## src/rtl/mips_control_unit.sv

```systemverilog
// Main ID-stage decoder: opcode/funct to registered datapath controls, one cycle of latency.
// Unrecognised opcodes decode as a NOP with every control low.
module mips_control_unit #(
  parameter int NB_OPCODE = 6,
  parameter int NB_FUNCT  = 6
) (
  input  logic                 i_clock,
  input  logic                 i_reset,
  input  logic                 i_enable,
  input  logic [NB_OPCODE-1:0] i_opcode,
  input  logic [NB_FUNCT-1:0]  i_funct,
  output logic                 o_reg_dest,
  output logic [NB_OPCODE-1:0] o_alu_op,
  output logic                 o_alu_src,
  output logic                 o_mem_read,
  output logic                 o_mem_write,
  output logic                 o_branch,
  output logic                 o_reg_write,
  output logic                 o_mem_to_reg,
  output logic                 o_byte_en,
  output logic                 o_halfword_en,
  output logic                 o_word_en,
  output logic                 o_jr_jalr,
  output logic                 o_hlt
);

  localparam logic [NB_OPCODE-1:0] OP_RTYPE = NB_OPCODE'('h00);
  localparam logic [NB_OPCODE-1:0] OP_BEQ   = NB_OPCODE'('h04);
  localparam logic [NB_OPCODE-1:0] OP_BNE   = NB_OPCODE'('h05);
  localparam logic [NB_OPCODE-1:0] OP_ADDI  = NB_OPCODE'('h08);
  localparam logic [NB_OPCODE-1:0] OP_SLTI  = NB_OPCODE'('h0a);
  localparam logic [NB_OPCODE-1:0] OP_ANDI  = NB_OPCODE'('h0c);
  localparam logic [NB_OPCODE-1:0] OP_ORI   = NB_OPCODE'('h0d);
  localparam logic [NB_OPCODE-1:0] OP_XORI  = NB_OPCODE'('h0e);
  localparam logic [NB_OPCODE-1:0] OP_LUI   = NB_OPCODE'('h0f);
  localparam logic [NB_OPCODE-1:0] OP_LB    = NB_OPCODE'('h20);
  localparam logic [NB_OPCODE-1:0] OP_LH    = NB_OPCODE'('h21);
  localparam logic [NB_OPCODE-1:0] OP_LHU   = NB_OPCODE'('h22);
  localparam logic [NB_OPCODE-1:0] OP_LW    = NB_OPCODE'('h23);
  localparam logic [NB_OPCODE-1:0] OP_LWU   = NB_OPCODE'('h24);
  localparam logic [NB_OPCODE-1:0] OP_LBU   = NB_OPCODE'('h25);
  localparam logic [NB_OPCODE-1:0] OP_SB    = NB_OPCODE'('h28);
  localparam logic [NB_OPCODE-1:0] OP_SH    = NB_OPCODE'('h29);
  localparam logic [NB_OPCODE-1:0] OP_SW    = NB_OPCODE'('h2b);
  localparam logic [NB_OPCODE-1:0] OP_HLT   = NB_OPCODE'('h3f);

  localparam logic [NB_FUNCT-1:0] FN_JR   = NB_FUNCT'('h08);
  localparam logic [NB_FUNCT-1:0] FN_JALR = NB_FUNCT'('h09);

  logic                 reg_dest;
  logic [NB_OPCODE-1:0] alu_op;
  logic                 alu_src;
  logic                 mem_read;
  logic                 mem_write;
  logic                 branch;
  logic                 reg_write;
  logic                 mem_to_reg;
  logic                 byte_en;
  logic                 halfword_en;
  logic                 word_en;
  logic                 jr_jalr;
  logic                 hlt;

  always_comb begin
    reg_dest    = 1'b0;
    alu_op      = '0;
    alu_src     = 1'b0;
    mem_read    = 1'b0;
    mem_write   = 1'b0;
    branch      = 1'b0;
    reg_write   = 1'b0;
    mem_to_reg  = 1'b0;
    byte_en     = 1'b0;
    halfword_en = 1'b0;
    word_en     = 1'b0;
    jr_jalr     = 1'b0;
    hlt         = 1'b0;

    case (i_opcode)
      OP_RTYPE: begin
        alu_op    = i_opcode;
        reg_dest  = 1'b1;
        reg_write = 1'b1;
        if (i_funct == FN_JR) begin
          jr_jalr   = 1'b1;
          reg_write = 1'b0;
        end else if (i_funct == FN_JALR) begin
          jr_jalr = 1'b1;
        end
      end
      OP_BEQ, OP_BNE: begin
        alu_op = i_opcode;
        branch = 1'b1;
      end
      OP_ADDI, OP_SLTI, OP_ANDI, OP_ORI, OP_XORI, OP_LUI: begin
        alu_op    = i_opcode;
        alu_src   = 1'b1;
        reg_write = 1'b1;
      end
      OP_LB, OP_LH, OP_LHU, OP_LW, OP_LWU, OP_LBU: begin
        alu_op      = i_opcode;
        alu_src     = 1'b1;
        mem_read    = 1'b1;
        mem_to_reg  = 1'b1;
        reg_write   = 1'b1;
        byte_en     = (i_opcode == OP_LB)  || (i_opcode == OP_LBU);
        halfword_en = (i_opcode == OP_LH)  || (i_opcode == OP_LHU);
        word_en     = (i_opcode == OP_LW)  || (i_opcode == OP_LWU);
      end
      OP_SB, OP_SH, OP_SW: begin
        alu_op      = i_opcode;
        alu_src     = 1'b1;
        mem_write   = 1'b1;
        byte_en     = (i_opcode == OP_SB);
        halfword_en = (i_opcode == OP_SH);
        word_en     = (i_opcode == OP_SW);
      end
      OP_HLT: begin
        hlt = 1'b1;
      end
      default: ;
    endcase
  end

  always_ff @(posedge i_clock) begin
    if (i_reset) begin
      o_reg_dest    <= 1'b0;
      o_alu_op      <= '0;
      o_alu_src     <= 1'b0;
      o_mem_read    <= 1'b0;
      o_mem_write   <= 1'b0;
      o_branch      <= 1'b0;
      o_reg_write   <= 1'b0;
      o_mem_to_reg  <= 1'b0;
      o_byte_en     <= 1'b0;
      o_halfword_en <= 1'b0;
      o_word_en     <= 1'b0;
      o_jr_jalr     <= 1'b0;
      o_hlt         <= 1'b0;
    end else if (i_enable) begin
      o_reg_dest    <= reg_dest;
      o_alu_op      <= alu_op;
      o_alu_src     <= alu_src;
      o_mem_read    <= mem_read;
      o_mem_write   <= mem_write;
      o_branch      <= branch;
      o_reg_write   <= reg_write;
      o_mem_to_reg  <= mem_to_reg;
      o_byte_en     <= byte_en;
      o_halfword_en <= halfword_en;
      o_word_en     <= word_en;
      o_jr_jalr     <= jr_jalr;
      o_hlt         <= hlt;
    end
  end

endmodule

```

## config.mk

```make
export PLATFORM = sky130hd
export DESIGN_NAME = mips_control_unit
export DESIGN_NICKNAME = d
export VERILOG_FILES = /design/src/rtl/mips_control_unit.sv
export SDC_FILE = /design/constraint.sdc
export NUM_CORES = 1
export LEC_CHECK = 0
export CAP_MARGIN = 40
export CORE_MARGIN = 4
export CORE_UTILIZATION = 42
export CTS_CLUSTER_SIZE = 16
export DETAILED_ROUTE_END_ITERATION = 8
export PLACE_DENSITY = 0.88
export SLEW_MARGIN = 0
export SYNTH_ARGS = -nofsm -noshare
export SYNTH_HDL_FRONTEND = slang
export SYNTH_SLANG_ARGS = --single-unit
```

## constraint.sdc

```tcl
create_clock -name i_clock -period 1.7 [get_ports i_clock]
set_input_delay 0.425 -clock i_clock [delete_from_list [all_inputs] [get_ports i_clock]]
set_output_delay 0.425 -clock i_clock [all_outputs]
set_load 0.03 [all_outputs]
```

==> key figures, run 1 <==
Clocking
  – Clock sinks: 17
  – Clock Path Buffers: 2
  – Total CTS buffers: 3
  – Skew-Pair Late Insertion Delay: 290 ps
  – Worst-path clk slew: 100 ps
  – CTS tree: built
  – Root buf cell: clkbuf_4
  – H-Tree Depth: 1
  – Post-CTS Setup Inserts: 0

Power and ir drop
  – Clock power frac: between 20% and 30%
  – Worst VDD drop: 465 µV
  – P_int: 0.000587 W
  – Flop pwr share: 50.5%
  – Switching portion of total power: 27.7%
  – PD cells: 609 mW/mm²
  – Lkg Pwr: 0.616 nW
  – Comb pwr share: approximately 23%
  – NetSw: 0.000225 W
  – Pwr Total: 0.000812 W

Timing
  – Final period util: 95.7%
  – Worst-Margin Slew: 360 ps
  – Setup-failing EPs final: 0
  – Post-route minimum period: approximately 1600 ps
  – Worst clock skew: 0 ps
  – Final slew viol count: 0
  – Final Hold Vio Count: 0
  – RSZ-0062 raised after global routing: false
  – Slew headroom: 76.0%
  – Worst Setup Slack, final: 73.2 ps
  – Max Freq: 615 MHz

Synthesis
  – Mapped Nets: 118
  – Syn. warnings: 0
  – Library cells used by synthesis: 40
  – Synth Cell Area: 866 µm²
  – Sequential element share of the synthesized area: roughly 39%
  – Synth top area share: 39.3%
  – Yosys top cell by area: dfxtp_1
  – Seq cells post-synth: 17
  – Synth area leaders: dfxtp_1 (39%), a21oi_1 (4.6%), nand2_1 (4.3%), nor2_1 (3.9%), nand3_1 (2.9%)
  – Synth Instances: just over 100
  – Mean Syn Cell Area: 8.41 µm²

Route
  – Max Used Layer: met4
  – DRT met1 WL: 1010 µm
  – Detail Route met3 WL: ~140 µm
  – Antenna-violating nets left: 0
  – Iter 0 DRT Violations: 29
  – Vias: roughly 960
  – DR DRC count: 0
  – Total Wirelength: 2450 µm
  – Vias per inst: 5.38
  – Pre-Repair DR Iteration Count: 4
  – Drt wl/cell: 13.8 µm
  – Met2 Wirelength: about 1300 µm

Place
  – Post-placement setup slack: -296 ps
  – IO buf count: 32
  – Final HPWL DP: 1960 µm
  – GP Congestion: 0.868

Worst setup path
  – Path type of the worst setup path: in -> reg
  – Crit end category: register
  – Crit path required time: 1930 ps
  – Crit-path max FO: 2
  – R2r endpoint: o_mem_to_reg$_SDFFE_PP0P_
  – CP arrival: 1860 ps
  – Worst reg-to-reg setup slack: 960 ps
  – Reg2reg start: o_mem_to_reg$_SDFFE_PP0P_
  – R2R depth: 3
  – Worst setup SP type: input port

GRT
  – Initial antenna violation count: 0
  – Vias in the first global route: 958
  – GRT Overall Usage: 19.0%
  – First-pass GRT wire length: about 4000 µm
  – GRT overflow: 0
  – Largest net degree at the start of global routing: 16

Die
  – Die H: approximately 53 µm
  – Full die area: around 0.0029 mm²
  – Starting Density: 44.1%
  – Core area: 0.00196 mm²
  – Row count: 16
  – Io pins: 33
  – DIE WIDTH: 53.4 µm

Finish
  – Largest Register: o_alu_op
  – Diodes inserted: 0
  – Area Growth Syn to Fin: 53.9%
  – Share of layout cells above drive strength 1: 20.5%
  – Commonest non-fill, non-tap cell in the layout: buf_4
  – Max reg flops: 6
  – NumNets Final: 167
  – Most frequent cells in the layout: buf_4 (21), dlygate4sd2_1 (18), dfxtp_1 (17)
  – Fill count: 187

Worst hold path
  – HP Class: reg -> reg
  – Hold depth: 2
  – Hold path startpoint: o_alu_op[1]$_SDFFE_PP0P_
  – Worst Hold End: o_alu_op[1]$_SDFFE_PP0P_

Run
  – Max_cap viols: 0

Outcome
  – Status: complete, no violations
worst max-delay path, stage by stage:
cell,delay (ps)
clkdlybuf4s50_1,400
nand2b_1,130
or4_1,420
or3_1,340
a21oi_2,140
worst max path at each step:
stage,endpoint,slack (ps),start
finish,o_jr_jalr$_SDFFE_PP0P_,70,i_funct[2]
global route,o_mem_write$_SDFFE_PP0P_,20,i_opcode[4]
CTS,o_alu_op[0]$_SDFFE_PP0P_,6,i_opcode[1]
detailed placement,o_alu_op[0]$_SDFFE_PP0P_,-300,i_opcode[1]
global placement,o_mem_write$_SDFFE_PP0P_,-200,i_opcode[4]
floorplan,o_jr_jalr$_SDFFE_PP0P_,240,i_funct[1]
final cells by class:
| class | instances | area, µm² | area share, % |
|---|---|---|---|
| timing repair buffer | 53 | 458 | 34.4 |
| multi-input combinational | 70 | 448 | 33.6 |
| sequential | 17 | 340 | 25.5 |
| tap | 27 | 33.8 | 2.54 |
| clock buffer | 4 | 26.3 | 1.97 |
| inverter | 7 | 26.3 | 1.97 |
synthesized netlist by cell type:
| library cell | n |
|---|---|
| mux2i_1 | 1 |
| or3_1 | 2 |
| buf_2 | 2 |
| o21ai_0 | 2 |
| nor3_1 | 1 |
| o21ai_1 | 2 |
| a311oi_1 | 1 |
| clkbuf_1 | 4 |
| buf_6 | 1 |
| a2bb2oi_1 | 1 |
| a22oi_1 | 1 |
| a21oi_1 | 8 |
| a41oi_1 | 1 |
| o211a_1 | 1 |
| nor2_1 | 9 |
| and2b_2 | 1 |
| nand3b_1 | 1 |
| and3_1 | 2 |
| nand2_1 | 10 |
| nand3_1 | 5 |
| o2111ai_1 | 2 |
| o31ai_1 | 1 |
| o31ai_2 | 1 |
| o41ai_2 | 1 |
| and2_1 | 1 |
| nor2b_1 | 3 |
| a2111oi_2 | 1 |
| o32a_1 | 2 |
| nor4_1 | 1 |
| a21oi_2 | 1 |
| nor4_4 | 1 |
| inv_2 | 1 |
| and2b_1 | 1 |
| dfxtp_1 | 17 |
| nand2b_1 | 1 |
| inv_1 | 6 |
| nand4_1 | 1 |
| buf_4 | 2 |
| a31oi_1 | 1 |
| or4_1 | 2 |
cell families after synthesis:
| family | after synthesis | synth area share (%) |
|---|---|---|
| buffers and inverters | 16 | 8.96 |
| multiplexers | 1 | 1.16 |
| AND/OR/NAND/NOR | 42 | 26.6 |
| AO/OA/AOI/OAI | 27 | 24.0 |
| flip-flops | 17 | 39.3 |
stage by stage:
step | util (%) | TNS (ps) | cells | area [µm²] | hold slack (ps)
floorplan | - | 0 | 103 | 866 | 590
CTS | 67.8 | 0 | 178 | 1330 | 465
global placement | 67.6 | -1950 | 174 | 1330 | 453
detailed placement | 67.6 | -2690 | 174 | 1330 | 453
global route | 67.9 | 0 | 178 | 1330 | 494
finish | 67.9 | 0 | 178 | 1330 | 464
layer usage:
metal | up-vias | GRT usage, %
li1 | 463 | -
met1 | 456 | 21.4
met2 | 35 | 34.5
met3 | 4 | 3.38
met4 | 0 | 7.66
met5 | - | 0
power by group through the flow:
stage	Sequential, W	Combinational, W	Clock (W)
floorplan	0.000436	0.0000742	0
global placement	0.000419	0.000184	0
detailed placement	0.000420	0.000190	0
CTS	0.000410	0.000184	0.000221
global route	0.000411	0.000198	0.000239
finish	0.000410	0.000186	0.000216
timing repair:
item | 4_1_cts | 5_1_grt
endpoints found under the setup margin | 18 | 5
hold buffers | 0 | 0
resized for setup | 18 | 1
No activity file was read; power rests on OpenSTA's default activity.
==> run 2, diff against run 1 <==
Settings changed: CTS_CLUSTER_DIAMETER from default to 50.
==> results of run 2 <==
Same layout as run 1: the final DEF is identical, and so are final timing and power.
==> run 3, diff against run 2 <==
Settings changed: GPL_TIMING_DRIVEN from default to 0.
==> run 3 against run 2 <==
- via count decreased by 8.8%
- utilization decreased by 8.0 points
- sequential power about the same
- worst hold slack got worse by 6.2 ps
- first-iteration DRC count decreased by 28%
- global-route usage decreased by 3.2 points
- clock power about the same
- critical path depth unchanged
- setup slack improved by 14 ps
- maximum frequency increased by 0.88%
- wire length decreased by 16%
- clock skew unchanged
- critical endpoint unchanged
==> key figures, run 3 (same netlist as run 1, synthesis figures left out) <==
Worst setup path
  – Crit path required time: 1930 ps (about the same)
  – Crit end category: register
  – Crit path from: i_funct[2]
  – R2r endpoint: o_mem_to_reg$_SDFFE_PP0P_
  – Crit-path slowest cell: or4_1
  – Worst path buffer plus inverter count: 1 (unchanged)
  – Reg2reg start: o_mem_to_reg$_SDFFE_PP0P_
  – Worst reg-to-reg setup slack: 920 ps (-40 ps)
  – CP arrival: 1840 ps (-20 ps)
  – Crit-path max cell delay: 430 ps (about the same)
  – Crit-path max FO: 2 (unchanged)
  – R2R depth: 3 (unchanged)
  – CP top delay family: simple AND/OR/NAND/NOR gates
  – Worst setup SP type: input port
  – Path type of the worst setup path: in -> reg
  – CP cell instances: clkdlybuf4s50_1 > nand2b_1 > or4_1 > or3_1 > a21oi_2

Power and ir drop
  – Lkg Pwr: 0.528 nW (-14%)
  – Worst VDD drop: 420 µV (-9.7%)
  – PD cells: 654 mW/mm² (+7.3%)

Finish
  – Max reg flops: 6 (unchanged)
  – Layout Cells excl Fill: 161 (-9.6%)
  – Diodes inserted: 0 (unchanged)
  – Largest Register: o_alu_op
  – Area Growth Syn to Fin: 35.8%
  – Most frequent cells in the layout: dlygate4sd2_1 (19), dfxtp_1 (17), nand2_1 (10)
  – Share of layout cells above drive strength 1: 11.9% (-8.6 points)
  – NumNets Final: 150 (-10%)
  – Fill count: 202 (+8.0%)
  – Commonest non-fill, non-tap cell in the layout: dlygate4sd2_1

Worst hold path
  – Hold depth: 3 (+1)
  – HP Class: in -> reg
  – Hold path startpoint: i_opcode[0]
  – Worst Hold End: o_alu_op[0]$_SDFFE_PP0P_

Clocking
  – Skew-Pair Late Insertion Delay: 280 ps (about the same)
  – CTS tree: built
  – Clock Path Buffers: 2 (unchanged)
  – Clock sinks: 17 (unchanged)
  – Total CTS buffers: 3 (unchanged)
  – H-Tree Depth: 1 (unchanged)
  – Worst-path clk slew: 100 ps (about the same)
  – Post-CTS Setup Inserts: 0 (unchanged)
  – # resized after CTS: 19 (+1)
  – Root buf cell: clkbuf_4
  – Hold_buf cts: 0 (unchanged)

GRT
  – Vias in the first global route: 768 (-20%)
  – GRT Overall Usage: 15.8% (-3.2 points)
  – Largest net degree at the start of global routing: 11 (-5)
  – First-pass GRT wire length: 3390 µm (-15%)
  – Initial antenna violation count: 0 (unchanged)
  – GRT overflow: 0 (unchanged)

Die
  – Io pins: 33 (unchanged)
  – Row count: 16 (unchanged)
  – Core area: 0.00196 mm² (unchanged)
  – Die H: 53.4 µm (unchanged)
  – Full die area: 0.00285 mm² (unchanged)
  – Starting Density: 44.1% (unchanged)
  – DIE WIDTH: 53.4 µm (unchanged)

Route
  – DR DRC count: 0 (unchanged)
  – Vias per inst: 5.43 (+0.86%)
  – Antenna-violating nets left: 0 (unchanged)
  – Iter 0 DRT Violations: 21 (-28%)
  – Pre-Repair DR Iteration Count: 4 (unchanged)
  – Vias: 874 (-8.8%)
  – Total Wirelength: 2060 µm (-16%)
  – Drt wl/cell: 12.8 µm (-7.2%)

Timing
  – Slew headroom: 67.9% (-8.1 points)
  – Worst-Margin Slew: 481 ps (+121 ps)
  – Setup TNS: 0 ps (unchanged)
  – Max Freq: 620 MHz (+0.88%)
  – Worst clock skew: 0 ps (unchanged)
  – RSZ-0062 raised after global routing: false
  – Final slew viol count: 0 (unchanged)
  – Setup-failing EPs final: 0 (unchanged)
  – Final Hold Vio Count: 0 (unchanged)
  – Final period util: 94.9% (-0.83 points)
  – Post-route minimum period: 1610 ps (-14.2 ps)

Place
  – Final HPWL DP: 1570 µm (-20%)
  – Placed Cells: 157 (-9.8%)
  – GP Congestion: 0.808 (-6.8%)
  – IO buf count: 27 (-16%)

Outcome
  – Status: complete, no violations

Run
  – Max_cap viols: 0 (unchanged)
## run 3: cell types whose count changed in the layout (fill, tap and decap cells not counted), sizes merged
cell and change:
dlygate4sd2 +1, clkbuf +4, buf -16, clkdlybuf4s50 -6
## run 3: area by class of cell
type                       count  area, µm²  area share, %
inverter                       7       26.3           2.23
sequential                    17        340           28.9
timing repair buffer          27        249           21.2
multi-input combinational     70        448           38.1
tap                           27       33.8           2.87
clock buffer                   4       26.3           2.23
buffer                         9       52.6           4.47
## run 3: worst min-delay path, cell delays in order
cell and delay, ps:
buf_4 140, nand2_1 80, o31ai_2 50
## run 3: worst max-delay path by stage
| stage | endpoint | depth (start not counted) | slack, ps |
|---|---|---|---|
| after global placement | o_alu_op[0]$_SDFFE_PP0P_ | 5 | -270 |
| final | o_jr_jalr$_SDFFE_PP0P_ | 5 | 90 |
| after detailed placement | o_alu_op[0]$_SDFFE_PP0P_ | 5 | -290 |
| after floorplan | o_jr_jalr$_SDFFE_PP0P_ | 3 | 240 |
| after global routing | o_jr_jalr$_SDFFE_PP0P_ | 5 | 20 |
| after CTS | o_jr_jalr$_SDFFE_PP0P_ | 5 | 60 |
## run 3: layer usage
layer	part of all wire (%)	global-route usage, %	vias up
met2	47	24.3	32
met4	0.83	4.68	0
li1	-	-	431
met3	5.6	2.82	2
met5	0	0	-
met1	46	22.0	409
## run 3: power by group
| part | switching, W | leakage, nW | total [W] | internal (W) |
|---|---|---|---|---|
| Clock | 0.000123 | 0.0150 | 0.000214 | 0.0000912 |
| Combinational | 0.0000874 | 0.376 | 0.000145 | 0.0000574 |
| Sequential | 0.00000353 | 0.138 | 0.000410 | 0.000406 |
## run 3: metrics by stage
stage	utilization (%)	total power [W]	hold WS [ps]	setup WS, ps	cell area [µm²]
after floorplan	-	0.000511	590	236	866
after global placement	59.6	0.000567	456	-270	1170
after detailed placement	59.6	0.000570	454	-291	1170
after CTS	59.8	0.000772	454	60.3	1170
after global routing	59.9	0.000804	449	19.7	1180
final	59.9	0.000769	458	87.4	1180
